===== src/rtl/draw_write_arbiter.sv =====
// draw_write_arbiter
// Per-frame scheduler for the shared draw-manager write bus. On each frame
// pulse it optionally clears the framebuffer, then grants the shared write bus
// to every enabled draw source in ascending ID order. Each accepted pixel is
// forwarded to the framebuffer write port, and the pass ends with a buffer-swap
// handshake towards the display side.
module draw_write_arbiter #(
  parameter int                     SOURCE_COUNT  = 4,
  parameter int                     SEL_WIDTH     = $clog2(SOURCE_COUNT + 1),
  parameter int                     COLOR_DEPTH   = 9,
  parameter int                     DRAW_WIDTH    = 640,
  parameter int                     DRAW_HEIGHT   = 480,
  parameter bit                     CLEAR_EN      = 1'b1,
  parameter logic [COLOR_DEPTH-1:0] BG_COLOR      = '0,
  parameter int                     GRANT_TIMEOUT = 1024
) (
  input  logic                    clk,
  input  logic                    resetN,
  input  logic                    frame,
  input  logic [SOURCE_COUNT-1:0] src_en,
  output logic [SEL_WIDTH-1:0]    write_source_sel,
  output logic                    write_awaited,
  input  logic                    write_active,
  input  logic [COLOR_DEPTH-1:0]  write_color_data,
  input  logic                    write_transparent,
  input  logic [31:0]             write_x_addr,
  input  logic [31:0]             write_y_addr,
  output logic                    fb_we,
  output logic [18:0]             fb_addr,
  output logic [COLOR_DEPTH-1:0]  fb_data,
  output logic                    swap_req,
  input  logic                    swap_ack,
  output logic                    busy,
  output logic                    frame_missed,
  output logic                    grant_timeout
);

  localparam logic [2:0] S_IDLE  = 3'd0;
  localparam logic [2:0] S_CLEAR = 3'd1;
  localparam logic [2:0] S_SCAN  = 3'd2;
  localparam logic [2:0] S_GRANT = 3'd3;
  localparam logic [2:0] S_DRAIN = 3'd4;
  localparam logic [2:0] S_SWAP  = 3'd5;

  // All-ones never names a real source, so it doubles as "bus parked".
  localparam logic [SEL_WIDTH-1:0] IDLE_SEL = '1;

  localparam int          FB_SIZE    = DRAW_WIDTH * DRAW_HEIGHT;
  localparam logic [18:0] CLEAR_LAST = 19'(FB_SIZE - 1);

  localparam int                  TO_WIDTH = $clog2(GRANT_TIMEOUT + 1);
  localparam logic [TO_WIDTH-1:0] TO_LAST  = TO_WIDTH'(GRANT_TIMEOUT - 1);

  logic [2:0]             state_q,         state_d;
  logic [SEL_WIDTH-1:0]   scanIdx_q,       scanIdx_d;
  logic [SEL_WIDTH-1:0]   curSrc_q,        curSrc_d;
  logic [18:0]            clearCnt_q,      clearCnt_d;
  logic [TO_WIDTH-1:0]    toCnt_q,         toCnt_d;
  logic                   fbWe_q,          fbWe_d;
  logic [18:0]            fbAddr_q,        fbAddr_d;
  logic [COLOR_DEPTH-1:0] fbData_q,        fbData_d;
  logic                   frameMissed_q,   frameMissed_d;
  logic                   grantTimeout_q,  grantTimeout_d;

  logic                   pixInRange;
  logic                   pixAccept;
  logic [18:0]            pixAddr;
  logic [18:0]            xLow;
  logic [18:0]            yLow;
  logic                   scanFound;
  logic [SEL_WIDTH-1:0]   scanPick;

  assign xLow = write_x_addr[18:0];
  assign yLow = write_y_addr[18:0];

  // Coordinates are unsigned, so negative values from a source land far out of
  // range and are dropped by the same compare that handles the right/bottom edge.
  always_comb begin
    pixInRange = (write_x_addr < 32'(DRAW_WIDTH)) && (write_y_addr < 32'(DRAW_HEIGHT));
    pixAccept  = write_active && !write_transparent && pixInRange;
  end

  // Row-major framebuffer address; the 640-wide case folds into two shifts.
  generate
    if (DRAW_WIDTH == 640) begin : g_addr640
      assign pixAddr = (yLow << 9) + (yLow << 7) + xLow;
    end else begin : g_addrGeneric
      assign pixAddr = (yLow * 19'(DRAW_WIDTH)) + xLow;
    end
  endgenerate

  // Find the lowest enabled source at or above the scan index; iterating
  // downwards lets the lowest match overwrite any higher one.
  always_comb begin
    scanFound = 1'b0;
    scanPick  = IDLE_SEL;
    for (int i = SOURCE_COUNT - 1; i >= 0; i--) begin
      if (src_en[i] && (SEL_WIDTH'(i) >= scanIdx_q)) begin
        scanFound = 1'b1;
        scanPick  = SEL_WIDTH'(i);
      end
    end
  end

  // Pass sequencing plus the registered framebuffer write and status pulses.
  always_comb begin
    state_d        = state_q;
    scanIdx_d      = scanIdx_q;
    curSrc_d       = curSrc_q;
    clearCnt_d     = clearCnt_q;
    toCnt_d        = toCnt_q;
    fbWe_d         = 1'b0;
    fbAddr_d       = fbAddr_q;
    fbData_d       = fbData_q;
    frameMissed_d  = frame && (state_q != S_IDLE);
    grantTimeout_d = 1'b0;

    case (state_q)
      S_IDLE: begin
        if (frame) begin
          scanIdx_d = '0;
          if (CLEAR_EN) begin
            // Preload the first clear write so it is visible in the first CLEAR cycle.
            state_d    = S_CLEAR;
            clearCnt_d = '0;
            fbWe_d     = 1'b1;
            fbAddr_d   = '0;
            fbData_d   = BG_COLOR;
          end else begin
            state_d = S_SCAN;
          end
        end
      end

      S_CLEAR: begin
        if (clearCnt_q == CLEAR_LAST) begin
          state_d = S_SCAN;
        end else begin
          clearCnt_d = clearCnt_q + 19'd1;
          fbWe_d     = 1'b1;
          fbAddr_d   = clearCnt_q + 19'd1;
          fbData_d   = BG_COLOR;
        end
      end

      S_SCAN: begin
        if (scanFound) begin
          state_d  = S_GRANT;
          curSrc_d = scanPick;
          toCnt_d  = '0;
        end else begin
          state_d = S_SWAP;
        end
      end

      S_GRANT: begin
        if (write_active) begin
          state_d  = S_DRAIN;
          fbWe_d   = pixAccept;
          if (pixAccept) begin
            fbAddr_d = pixAddr;
            fbData_d = write_color_data;
          end
        end else if (toCnt_q == TO_LAST) begin
          grantTimeout_d = 1'b1;
          scanIdx_d      = curSrc_q + SEL_WIDTH'(1);
          state_d        = S_SCAN;
        end else begin
          toCnt_d = toCnt_q + TO_WIDTH'(1);
        end
      end

      S_DRAIN: begin
        if (write_active) begin
          fbWe_d = pixAccept;
          if (pixAccept) begin
            fbAddr_d = pixAddr;
            fbData_d = write_color_data;
          end
        end else begin
          scanIdx_d = curSrc_q + SEL_WIDTH'(1);
          state_d   = S_SCAN;
        end
      end

      S_SWAP: begin
        if (swap_ack) begin
          state_d = S_IDLE;
        end
      end

      default: begin
        state_d = S_IDLE;
      end
    endcase
  end

  // Synchronous active-low reset aborts any pass, including mid-clear and mid-burst.
  always_ff @(posedge clk) begin
    if (!resetN) begin
      state_q        <= S_IDLE;
      scanIdx_q      <= '0;
      curSrc_q       <= '0;
      clearCnt_q     <= '0;
      toCnt_q        <= '0;
      fbWe_q         <= 1'b0;
      fbAddr_q       <= '0;
      fbData_q       <= '0;
      frameMissed_q  <= 1'b0;
      grantTimeout_q <= 1'b0;
    end else begin
      state_q        <= state_d;
      scanIdx_q      <= scanIdx_d;
      curSrc_q       <= curSrc_d;
      clearCnt_q     <= clearCnt_d;
      toCnt_q        <= toCnt_d;
      fbWe_q         <= fbWe_d;
      fbAddr_q       <= fbAddr_d;
      fbData_q       <= fbData_d;
      frameMissed_q  <= frameMissed_d;
      grantTimeout_q <= grantTimeout_d;
    end
  end

  // Bus ownership is shown only while a source holds the grant or is draining.
  always_comb begin
    write_source_sel = ((state_q == S_GRANT) || (state_q == S_DRAIN)) ? curSrc_q : IDLE_SEL;
    write_awaited    = (state_q == S_GRANT);
    swap_req         = (state_q == S_SWAP);
    busy             = (state_q != S_IDLE);
    fb_we            = fbWe_q;
    fb_addr          = fbAddr_q;
    fb_data          = fbData_q;
    frame_missed     = frameMissed_q;
    grant_timeout    = grantTimeout_q;
  end

endmodule

===== config.mk =====
export PLATFORM = sky130hd
export DESIGN_NAME = draw_write_arbiter
export DESIGN_NICKNAME = d
export VERILOG_FILES = /design/src/rtl/draw_write_arbiter.sv
export SDC_FILE = /design/constraint.sdc
export NUM_CORES = 1
export LEC_CHECK = 0
export BUFFER_PORTS_ARGS = -buffer_cell sky130_fd_sc_hd__buf_2
export CAP_MARGIN = 15
export CORE_MARGIN = 4
export CORE_UTILIZATION = 45
export CTS_CLUSTER_DIAMETER = 30
export CTS_CLUSTER_SIZE = 30
export DETAILED_ROUTE_END_ITERATION = 10
export PLACE_DENSITY = 0.72
export SYNTH_ARGS = -nofsm -noshare
export SYNTH_HDL_FRONTEND = slang
export SYNTH_SLANG_ARGS = --single-unit

===== constraint.sdc =====
create_clock -name clk -period 4.3 [get_ports clk]
set_input_delay 0.215 -clock clk [delete_from_list [all_inputs] [get_ports clk]]
set_output_delay 0.215 -clock clk [all_outputs]
set_load 0.005 [all_outputs]

## Word-level counts from Yosys, hierarchy flattened

Cells that the tools add are included.
Widths: inputs -> output; s select.

- Register bits after elaboration: 70

- Add/sub/neg operators: 5
- Bitwise gates (word level): 2
- $lt $le $gt $ge: 6
- Eq/ne operators: 19
- Multiplexer cells: 42
- Reductions and logical operators: 24

Operators by type and width:

| kind | number |
|---|---|
| $mux 19 | 4 |
| $pmux 19 s3 | 1 |
| $mux 3 | 16 |
| $add 19x19->19 | 2 |
| $pmux 19 s2 | 1 |
| $mux 9 | 4 |
| $mux 11 | 3 |
| $lt 32x10->1 const B | 1 |
| $lt 32x9->1 const B | 1 |
| $pmux 9 s3 | 1 |
| $pmux 11 s2 | 1 |
| $add 19x1->19 const B | 1 |
| $eq 19x19->1 const B | 1 |
| $pmux 3 s6 | 1 |
| $reduce_and 5->1 | 3 |
| $ne 2x2->1 const B | 7 |
| $add 11x1->11 const B | 1 |
| $eq 11x10->1 const B | 1 |
| $pmux 3 s3 | 1 |
| $reduce_bool 3->1 | 3 |
| $logic_and 1x1->1 | 8 |
| $mux 1 | 8 |
| $ne 2x1->1 const B | 4 |
| $eq 3x2->1 const B | 2 |
| other kinds (17) | 22 |

## Logic depth before layout (Yosys ltp)

Gate-level depths: netlist of run 1.

- Depth in word-level cells: 8
- Mapped depth: 11
- Mapped depth without buffers: 11

## Worst setup path after synthesis of run 1

Ideal clock, no wire load.

- Kind: input to register
- From: in write_x_addr[9]
- To: reg fbAddr_q[18], in the netlist fb_addr[18]
- Data arrival time: 2.472 ns
- Required time: 4.178 ns
- Path slack: 1.707 ns
- Stages: 11
- Buffers on the path: 0
- Library setup time: 0.122 ns
- Cells stage by stage: inv_1 fa_1 inv_1 fa_1 a21o_1 a21oi_1 o21ai_0 a221oi_1 xnor2_1 a22oi_1 o21ai_0

- Cells in the longest elaborated chain, start to end: 5
- Elaborated cells between the ends (all ways): 9
- Those cells by class: add/sub (1); order compare (1); eq/ne (1); mux (3); reduce/logical (3)

RTL lines:

| what | RTL line | RTL |
|---|---|---|
| start, declared | 26 | `input logic [31:0] write_x_addr,` |
| $lt 32x10->1 | 79 | `pixInRange = (write_x_addr < 32'(DRAW_WIDTH)) && (write_y_addr < 32'(DRAW_HEIGHT));` |
| $logic_and 1x1->1 | 79 |  |
| $logic_and 1x1->1 | 80 | `pixAccept = write_active && !write_transparent && pixInRange;` |
| $ne 2x1->1 (no line) | n/a |  |
| $reduce_and 5->1 (no line) | n/a |  |
| end signal, assigned | 218 | `fbAddr_q <= fbAddr_d;` |
| end, declared | 60 | `logic [18:0] fbAddr_q, fbAddr_d;` |

Parallel ways exist; a longest one is shown, timed or not. The select of a mux whose other input is x is not followed.
A chain may end at the register's enable or synchronous reset.

## Final worst setup path of run 1

- From: reg state_q[0]
- To: out write_source_sel[0]

- Cells in the longest elaborated chain, start to end: 3
- Elaborated cells between the ends (all ways): 4
- Those cells by class: eq/ne (2); mux (1); reduce/logical (1)

RTL lines:

| what | RTL line | RTL |
|---|---|---|
| start, declared | 54 | `logic [2:0] state_q, state_d;` |
| start signal, assigned | 212 | `state_q <= state_d;` |
| $eq 3x2->1 / $eq 3x3->1 (equally long branches) | 227 | `write_source_sel = ((state_q == S_GRANT) \|\| (state_q == S_DRAIN)) ? curSrc_q : IDLE_SEL;` |
| $logic_or 1x1->1 (*) | 227 |  |
| $mux 3 (*) | 227 |  |
| end, declared | 21 | `output logic [SEL_WIDTH-1:0] write_source_sel,` |

Every way passes the cells marked *; elsewhere a longest branch is shown, timed or not.

==> results by group, run 1 <==
Floorplanning
  • Row count: 35
  • DIE AREA: between 10000 and 15000 sq um
  • Die Y: 106 microns
  • Core Region: between 9000 and 10000 sq um
  • Die Wd: 106 microns
  • Initial Utilization: 0.464
  • # IOs: 120

Global routing
  • Vias in the first global route: 4007
  • Met1 usage: 0.252
  • Grt ovf: 0
  • Global route hottest layer: met2
  • Met2 Resource Use GR: 0.365
  • Antenna violations before repair: 0
  • Met3 Track Usage GR: 0.0453
  • Largest net degree at the start of global routing: 45
  • Overall Global Routing Usage: 0.207
  • First-pass GRT wire length: around 19000 microns

Logic synthesis
  • Cells after synthesis: 515
  • Syn Area/Cell: 8.33 sq um
  • Post-Syn Area: 4290 sq um
  • EDFF count, synth: 0
  • Mapped Nets: 623
  • Top-area cell type share of the netlist area: 0.327
  • Distinct cells, synth: 60
  • Yosys reg bits: 70
  • Most frequent cell after synthesis: dfxtp_1
  • Leading post-synthesis cells by cell area: dfxtp_1 (33%), fa_1 (4.7%), nor2_1 (4.6%)
  • Largest area contributor in the netlist: dfxtp_1
  • Register area share after synthesis: 0.327
  • Commonest cells post-synth: dfxtp_1 (70), nor2_1 (53), nand2_1 (40)
  • Fraction of registers with async set/reset: 0
  • Yosys warns: 0
  • Top FF cell, synth: dfxtp_1

Drt
  • # DRC: 0
  • Via density: 5.47
  • Detailed Route WL: ~12000 microns
  • DRT iter0 DRCs: ~190
  • Routed WL per cell: roughly 15 microns
  • Drt pass-1 iters: 4
  • Final ANT Viol Nets: 0
  • Total number of vias: 4136

Critical path
  • WS Path Type: reg -> out
  • Largest delay share family, worst path: simple AND/OR/NAND/NOR gates
  • Max incr delay on CP: 0.67 ns
  • Crit-path max FO: 19
  • Crit end category: output pin
  • CP cell instances: nor2b_1, and2_1, nand2b_1, nand2b_1, buf_2
  • Slowest-stage cell, CP: nand2b_1
  • Critical Path RT: 4.09 ns
  • CP most frequent cell: nand2b_1
  • Stages on the worst setup path: 5
  • Crit path DAT: 2.53 ns
  • FF-to-FF setup slack: 1.60 ns
  • Reg2reg path depth: 7
  • Worst Setup Start Kind: flop
  • WP buf/inv: 1

Clocking
  • Clk sink count: 70
  • Clock latency on the worst-skew pair: around 0.35 ns
  • # hold bufs at CTS: 0
  • CTS Buf Count: 9
  • CTS root buffer: clkbuf_8
  • Longest Clk Path Bufs: 2
  • Resized cells post-CTS: 0
  • H-tree Lvls: 3
  • CTS tree: yes
  • Setup bufs post-CTS: 0
  • Clk pin slew, worst setup/hold paths: 0.08 ns

STA
  • Max Slew Vio Count: 0
  • Setup TNS: 0 ns
  • Clk_skew: 0.0123 ns
  • Slew HR: 0.311
  • Tmin final: around 2.7 ns
  • Final period util: 0.638
  • RSZ-0062 raised after global routing: no
  • Actual slew at the worst max-slew pin: 1.03 ns
  • Final hold vios: 0
  • Fmax: 364 MHz
  • Fin Hold WS: approximately 0.10 ns
  • Final setup violation count: 0

Run status
  • Status: finished, final reports clean

Cells and area
  • Synthesis-to-layout area growth: 19.6%
  • Antenna Cells: 0
  • Final nets: 730
  • Layout cells sized above 1: 0.255

Power
  • Worst VDD drop: 0.000320 V
  • Pwr per Cell Area: 319 nW/um^2
  • Pleak: approximately 2.1 nW

Place
  • Hpwl dp: 8780 microns
  • Port buffer count: 119
  • Gpl congestion: 0.902

Run
  • Max-cap violations: 0

Worst hold path
  • Hold Path Class: in -> reg
  • Worst hold stages: 3
layout by cell type, fill, tap and decap left out, types with 4 or more instances in the layout:
cell        n
a211oi_1    6
a21boi_0    4
a21o_1      4
a21oi_1    32
a221oi_1    6
a22oi_1    12
and2_1      4
and3_1      8
buf_2     119
clkbuf_8    9
dfxtp_1    70
fa_1       10
ha_1       15
inv_1      12
nand2_1    40
nand2b_1    7
nand3_1    36
nand3b_1    4
nand4_1     8
nor2_1     53
nor2b_1     7
nor3_1     10
nor3_2      5
nor4_1     13
o21ai_0    23
o21ai_1     6
o31ai_1    12
or3_1       7
xnor2_1    19
xor2_1     16
cell type report:
class,count,area [sq um]
fillers,880,4110
multi-input cells,406,2700
flip-flops and latches,70,1400
repair buffers,122,618
well taps,129,161
clock buffers,9,124
clock inverters,7,73.8
inverters,13,48.8
power breakdown:
group          switching (W)  total (W)  internal, W
Clock               0.000264   0.000534     0.000269
Sequential         0.0000199   0.000686     0.000666
Combinational       0.000250   0.000414     0.000164
path summary, 6_finish.rpt:
path / to / from
worst max register to register: clearCnt_q[18] / state_q[2]
worst max-delay path: write_source_sel[0] / state_q[0]
worst min-delay path: fb_data[2] / write_color_data[2]
worst min register to register: fb_data[3] / fb_data[3]
worst register-to-register path, delay by kind of cell, from the launching register on:
family             cells  cell delay, ns
and+or+nand+nor        5            1.46
DFF                    1            0.66
AOI/OAI and AO/OA      2            0.47
registers in the layout (all words and copies together), names as in the netlist:
register	flops
clearCnt_q	19
curSrc_q	3
fb_data	9
fb_we	1
scanIdx_q	3
grant_timeout	1
toCnt_q	11
fb_addr	19
frame_missed	1
state_q	3
cells by family (layout without fill, tap and decap cells):
| family | after synthesis | in the layout | share of synthesized area |
|---|---|---|---|
| AO/OA/AOI/OAI | 124 | 124 | 0.192 |
| XOR/XNOR | 35 | 35 | 0.0715 |
| adder cells (fa/ha/maj) | 25 | 25 | 0.0904 |
| buffers and inverters | 39 | 151 | 0.0435 |
| flip-flops | 70 | 70 | 0.327 |
| multiplexers | 2 | 2 | 0.00467 |
| AND/OR/NAND/NOR | 220 | 220 | 0.272 |
layer usage:
metal,routed length (microns),vias to the layer above
li1,-,2078
met1,4800,1957
met2,6010,86
met3,556,15
met4,160,0
met5,0,-
stage by stage:
stage	instances	util	power, W	cell area, sq um	setup WS, ns
finish	756	0.555	0.00163	5130	1.56
CTS	756	0.555	0.00165	5130	1.57
detailed placement	740	0.534	0.00112	4930	1.33
global route	756	0.555	0.00173	5130	1.33
floorplan	515	-	0.000995	4290	1.71
global placement	740	0.534	0.00111	4930	1.42
(Power assumes the default switching activity.)
==> run 2, diff against run 1 <==
==> constraint.sdc (replaced) <==
create_clock -name clk -period 2.55 [get_ports clk]
set_input_delay 0.1275 -clock clk [delete_from_list [all_inputs] [get_ports clk]]
set_output_delay 0.1275 -clock clk [all_outputs]
set_load 0.005 [all_outputs]
==> results by group, run 2 (synthesis results as in run 1) <==
Run status
  • Status: finished, final reports clean (unchanged)

Cells and area
  • Layout cells sized above 1: 0.284 (was 0.255)
  • Most frequent cells in the layout: buf_2 (119), dfxtp_1 (70), nor2_1 (53) (unchanged)
  • Commonest non-fill, non-tap cell in the layout: buf_2 (unchanged)
  • Antenna Cells: 0 (unchanged)
  • Final Util: 0.577 (was 0.555)
  • Final nets: 752 (was 730)
  • Synthesis-to-layout area growth: 24.2% (was 19.6%)

STA
  • Final setup violation count: 0 (unchanged)
  • Final hold vios: 0 (unchanged)
  • Max Slew Vio Count: 0 (unchanged)
  • Fmax: 424 MHz
  • RSZ-0062 raised after global routing: no (unchanged)
  • Slew HR: 0.550 (was 0.311)
  • Setup TNS: 0 ns (unchanged)
  • Tmin final: between 2 and 2.5 ns
  • Actual slew at the worst max-slew pin: 0.668 ns (was 1.03 ns)
  • Final period util: 0.925
  • Clk_skew: 0.0101 ns (was 0.0123 ns)

Drt
  • # DRC: 0 (unchanged)
  • Via density: 5.38 (was 5.47)
  • Drt pass-1 iters: 5 (was 4)
  • DRT iter0 DRCs: 264 (was 185)
  • Total number of vias: 4186 (was 4136)
  • Final ANT Viol Nets: 0 (unchanged)
  • Detailed Route WL: 11700 microns (was 11500 microns)
  • Routed WL per cell: 15.0 microns (was 15.2 microns)

Floorplanning
  • Core Region: 9240 sq um (unchanged)
  • Initial Utilization: 0.464 (unchanged)
  • DIE AREA: 11200 sq um (unchanged)
  • # IOs: 120 (unchanged)
  • Row count: 35 (unchanged)
  • Die Y: 106 microns (unchanged)
  • Die Wd: 106 microns (unchanged)

Clocking
  • Clk pin slew, worst setup/hold paths: 0.08 ns (about the same)
  • Longest Clk Path Bufs: 2 (unchanged)
  • H-tree Lvls: 3 (unchanged)
  • Clk sink count: 70 (unchanged)
  • CTS root buffer: clkbuf_8 (unchanged)
  • Clock latency on the worst-skew pair: 0.35 ns (about the same)
  • CTS Buf Count: 9 (unchanged)
  • CTS tree: yes (unchanged)

Critical path
  • Critical Path RT: 2.78 ns (was 4.09 ns)
  • Crit end category: flop (was output pin)
  • Crit-path max FO: 3 (was 19)
  • WS Path Type: in -> reg (was reg -> out)
  • Worst Setup Start Kind: input pin (was flop)
  • Crit path DAT: 2.59 ns (was 2.53 ns)

Global routing
  • Antenna violations before repair: 0 (unchanged)
  • Vias in the first global route: 4167 (was 4007)
  • Largest net degree at the start of global routing: 31 (was 45)
  • Grt ovf: 0 (unchanged)
  • First-pass GRT wire length: 19300 microns (was 19000 microns)
  • Overall Global Routing Usage: 0.212 (was 0.207)

Place
  • Hpwl dp: 8990 microns (was 8780 microns)
  • Gpl congestion: 0.888 (was 0.902)
  • Port buffer count: 119 (unchanged)

Power
  • Pwr per Cell Area: 534 nW/um^2 (was 319 nW/um^2)
  • Worst VDD drop: 0.000396 V (was 0.000320 V)
  • Pleak: 2.25 nW (was 2.13 nW)

Run
  • Max-cap violations: 0 (unchanged)

Worst hold path
  • Hold Path Class: in -> reg (unchanged)
run 2: routing by layer:
layer	GRT usage	share of wire	routed length, microns
met5	0	0	0
met4	0.0611	0.015	172
met3	0.0478	0.052	608
met2	0.380	0.53	6130
met1	0.253	0.41	4740
run 2: power by group:
group	internal [W]	leakage (nW)	switching (W)
Combinational	0.000340	1.59	0.000454
Clock	0.000458	0.0931	0.000448
Sequential	0.00112	0.566	0.0000229
Total	0.00192	2.25	0.000925
run 2: path summary, 6_finish.rpt:
kind / startpoint / endpoint / slack [ns] / depth (start not counted)
min reg2reg: fb_data[5] / fb_data[5] / 0.45 / 2
max: write_x_addr[9] / fb_addr[18] / 0.19 / 12
max reg2reg: clearCnt_q[1] / fb_addr[6] / 0.21 / 9
min: write_color_data[1] / fb_data[1] / 0.02 / 3
run 2: layout make-up:
type | count | area, sq um
timing repair buffer | 144 | 800
multi-input combinational | 406 | 2720
inverter | 13 | 48.8
sequential | 70 | 1400
clock buffer | 10 | 128
fill | 874 | 3910
clock inverter | 6 | 71.3
tap | 129 | 161
run 2: per-stage QoR:
stage                     setup WS, ns  cell area (sq um)  std cells  power [W]  hold slack, ns
after floorplan                 0.0442               4290        515    0.00168           0.273
after global placement          -0.128               5110        762    0.00193           0.385
after detailed placement        -0.229               5110        762    0.00195           0.389
after CTS                       0.0689               5310        778    0.00285         0.00412
after global routing            0.0360               5330        778    0.00302         0.00191
final                            0.192               5330        778    0.00285          0.0190
run 2: timing repair:
action | 4_1_cts | 5_1_grt
gates resized for setup | 0 | 4
endpoints found under the setup margin | 0 | 3
hold buffers | 0 | 0
setup buffers | 0 | 0
run 2: critical path, stage by stage:
cell and delay [ns]:
buf_2 0.09, inv_1 0.05, fa_1 0.53, inv_1 0.07
fa_1 0.44, a21o_1 0.17, a21oi_1 0.20, o21ai_0 0.21
a221oi_2 0.32, xnor2_1 0.11, a22oi_1 0.18, o21ai_0 0.10
==> run 3, diff against run 2 <==
--- a/config.mk
+++ b/config.mk
@@ -7,12 +7,14 @@
 export LEC_CHECK = 0
 export BUFFER_PORTS_ARGS = -buffer_cell sky130_fd_sc_hd__buf_2
 export CAP_MARGIN = 15
+export CELL_PAD_IN_SITES_DETAIL_PLACEMENT = 1
+export CELL_PAD_IN_SITES_GLOBAL_PLACEMENT = 1
 export CORE_MARGIN = 4
-export CORE_UTILIZATION = 45
+export CORE_UTILIZATION = 38
 export CTS_CLUSTER_DIAMETER = 30
 export CTS_CLUSTER_SIZE = 30
 export DETAILED_ROUTE_END_ITERATION = 10
-export PLACE_DENSITY = 0.72
+export PLACE_DENSITY = 0.82
 export SYNTH_ARGS = -nofsm -noshare
 export SYNTH_HDL_FRONTEND = slang
 export SYNTH_SLANG_ARGS = --single-unit
==> results by group, run 3 (synthesis results as in run 1) <==
Worst hold path
  • Hold endpoint: fb_data[6] (was fb_data[1])
  • Worst hold stages: 3 (unchanged)
  • Hold wc startpoint: write_color_data[6] (was write_color_data[1])
  • Hold Path Class: in -> reg (unchanged)

Critical path
  • Reg2reg start: clearCnt_q[0] (was clearCnt_q[1])
  • Max incr delay on CP: 0.53 ns (about the same)
  • Worst r2r dst: fb_addr[14] (was fb_addr[6])
  • CP cell instances: buf_2, inv_1, fa_1, inv_1, ha_1, a211oi_1, nor2_1, or3b_2, a31oi_1, xnor2_1, a22oi_1, o31ai_1 (was buf_2, inv_1, fa_1, inv_1, fa_1, a21o_1, a21oi_1, o21ai_0, a221oi_2, xnor2_1, a22oi_1, o21ai_0)
  • Crit-path max FO: 3 (unchanged)
  • CP most frequent cell: inv_1
  • Slowest-stage cell, CP: fa_1 (unchanged)
  • Crit end category: flop (unchanged)
  • Reg2reg path depth: 10 (was 9)
  • Worst Setup Start Kind: input pin (unchanged)
  • WS Path Type: in -> reg (unchanged)
  • Critical Path RT: 2.80 ns (was 2.78 ns)
  • FF-to-FF setup slack: 0.24 ns (was 0.21 ns)
  • Crit path DAT: 2.59 ns (about the same)

Power
  • Clk pwr share: 0.371 (was 0.318)
  • Pleak: 2.34 nW (was 2.25 nW)
  • Cell Int Power: 0.00228 W (was 0.00192 W)
  • Worst VDD drop: 0.000374 V (was 0.000396 V)
  • Switching portion of total power: 0.304 (was 0.325)
  • Total power: 0.00327 W (was 0.00285 W)
  • Pwr per Cell Area: 592 nW/um^2 (was 534 nW/um^2)
  • Net Sw Power: 0.000996 W (was 0.000925 W)
  • Logic pwr share: 0.278 (was 0.279)
  • Reg power frac: 0.351 (was 0.403)

Clocking
  • H-tree Lvls: 3 (unchanged)
  • # hold bufs at CTS: 0 (unchanged)
  • Clk sink count: 70 (unchanged)
  • Clk pin slew, worst setup/hold paths: 0.06 ns (was 0.08 ns)
  • CTS root buffer: clkbuf_16 (was clkbuf_8)
  • CTS Buf Count: 9 (unchanged)
  • Longest Clk Path Bufs: 2 (unchanged)
  • CTS tree: yes (unchanged)
  • Clock latency on the worst-skew pair: 0.33 ns (was 0.35 ns)

Drt
  • Final ANT Viol Nets: 0 (unchanged)
  • Routed WL per cell: 18.1 microns (was 15.0 microns)
  • Drt pass-1 iters: 4 (was 5)
  • Via density: 5.54 (was 5.38)
  • # DRC: 0 (unchanged)
  • DRT iter0 DRCs: 227 (was 264)
  • Detailed Route WL: 14400 microns (was 11700 microns)
  • Total number of vias: 4410 (was 4186)

Global routing
  • Met1 usage: 0.254 (was 0.253)
  • Largest net degree at the start of global routing: 28 (was 31)
  • Antenna violations before repair: 0 (unchanged)
  • Met3 Track Usage GR: 0.0423 (was 0.0478)
  • Overall Global Routing Usage: 0.223 (was 0.212)
  • Grt ovf: 0 (unchanged)
  • Global route hottest layer: met2 (unchanged)
  • Vias in the first global route: 4728 (was 4167)
  • Met2 Resource Use GR: 0.413 (was 0.380)
  • First-pass GRT wire length: 23400 microns (was 19300 microns)

Floorplanning
  • Die Y: 114 microns (was 106 microns)
  • Core Region: 10900 sq um (was 9240 sq um)
  • Row count: 38 (was 35)
  • # IOs: 120 (unchanged)
  • DIE AREA: 13100 sq um (was 11200 sq um)
  • Initial Utilization: 0.392 (was 0.464)
  • Die Wd: 114 microns (was 106 microns)

Cells and area
  • Final nets: 759 (was 752)
  • Synthesis-to-layout area growth: 28.9% (was 24.2%)
  • Final Util: 0.505 (was 0.577)
  • Commonest non-fill, non-tap cell in the layout: buf_2 (unchanged)
  • Layout cells sized above 1: 0.290 (was 0.284)
  • Antenna Cells: 0 (unchanged)
  • Most frequent cells in the layout: buf_2 (119), dfxtp_1 (70), nor2_1 (53) (unchanged)
  • Post-Layout Inst Area: 5530 sq um (was 5330 sq um)

STA
  • RSZ-0062 raised after global routing: no (unchanged)
  • Final hold vios: 0 (unchanged)
  • Max Slew Vio Count: 0 (unchanged)
  • Fmax: 428 MHz (was 424 MHz)
  • Final period util: 0.917 (was 0.925)
  • Tmin final: 2.34 ns (was 2.36 ns)
  • Clk_skew: 0.00666 ns (was 0.0101 ns)
  • Slew HR: 0.570 (was 0.550)
  • Final setup violation count: 0 (unchanged)
  • Actual slew at the worst max-slew pin: 0.642 ns (was 0.668 ns)

Run
  • Max-cap violations: 0 (unchanged)

Place
  • Placement Cell Area: 5150 sq um (was 5110 sq um)
  • Gpl congestion: 0.838 (was 0.888)
  • Port buffer count: 119 (unchanged)
  • Hpwl dp: 10800 microns (was 8990 microns)

Run status
  • Status: finished, final reports clean (unchanged)
[run 3: routing by layer]
metal	part of all wire	vias to the layer above
li1	-	2126
met4	0.030	0
met2	0.53	107
met5	0	-
met1	0.40	2147
met3	0.043	30
[run 3: what timing repair did]
action / 4_1_cts / 5_1_grt
setup endpoints to repair: 1 / 12
cloned: 0 / 0
buffers inserted: 0 / 5
pin swaps: 0 / 0
gates resized for setup: 1 / 4
[run 3: worst max path at each step]
stage / from / endpoint / slack (ns) / cells after the start
after floorplan: write_x_addr[9] / fb_addr[18] / 0.04 / 11
after global placement: write_x_addr[9] / fb_addr[18] / -0.18 / 12
after detailed placement: write_x_addr[9] / fb_addr[18] / -0.30 / 12
after CTS: write_x_addr[9] / fb_addr[18] / 0.02 / 12
after global routing: toCnt_q[0] / toCnt_q[9] / 0.04 / 7
final: write_x_addr[9] / fb_addr[15] / 0.21 / 12
[run 3: worst max-delay path, delay by kind of cell]
family | cells | cell delay, ns
simple gates | 2 | 0.55
xor+xnor | 1 | 0.14
buf+inv | 3 | 0.21
fa+ha+maj | 2 | 0.84
compound gates | 4 | 0.72
[run 3: layout make-up]
cell class	instances	area, sq um
multi-input combinational	406	2720
clock inverter	4	47.5
sequential	70	1400
tap	140	175
inverter	13	48.8
timing repair buffer	151	898
clock buffer	12	236
fill	1355	5410
[run 3: per-stage QoR]
step	worst slack [ns]	TNS, ns	hold WS [ns]	std cells
finish	0.213	0	0.0539	796
global route	0.0368	0	0.0664	796
global placement	-0.185	-0.490	0.387	775
floorplan	0.0442	0	0.273	515
CTS	0.0249	0	0.0437	791
detailed placement	-0.301	-0.969	0.398	775
[run 3: power groups by stage]
stage | Clock [W] | Combinational, W | Sequential [W]
after floorplan | 0 | 0.000508 | 0.00117
after global placement | 0 | 0.000800 | 0.00117
after detailed placement | 0 | 0.000837 | 0.00117
after CTS | 0.00124 | 0.000845 | 0.00115
after global routing | 0.00129 | 0.00100 | 0.00115
final | 0.00121 | 0.000910 | 0.00115
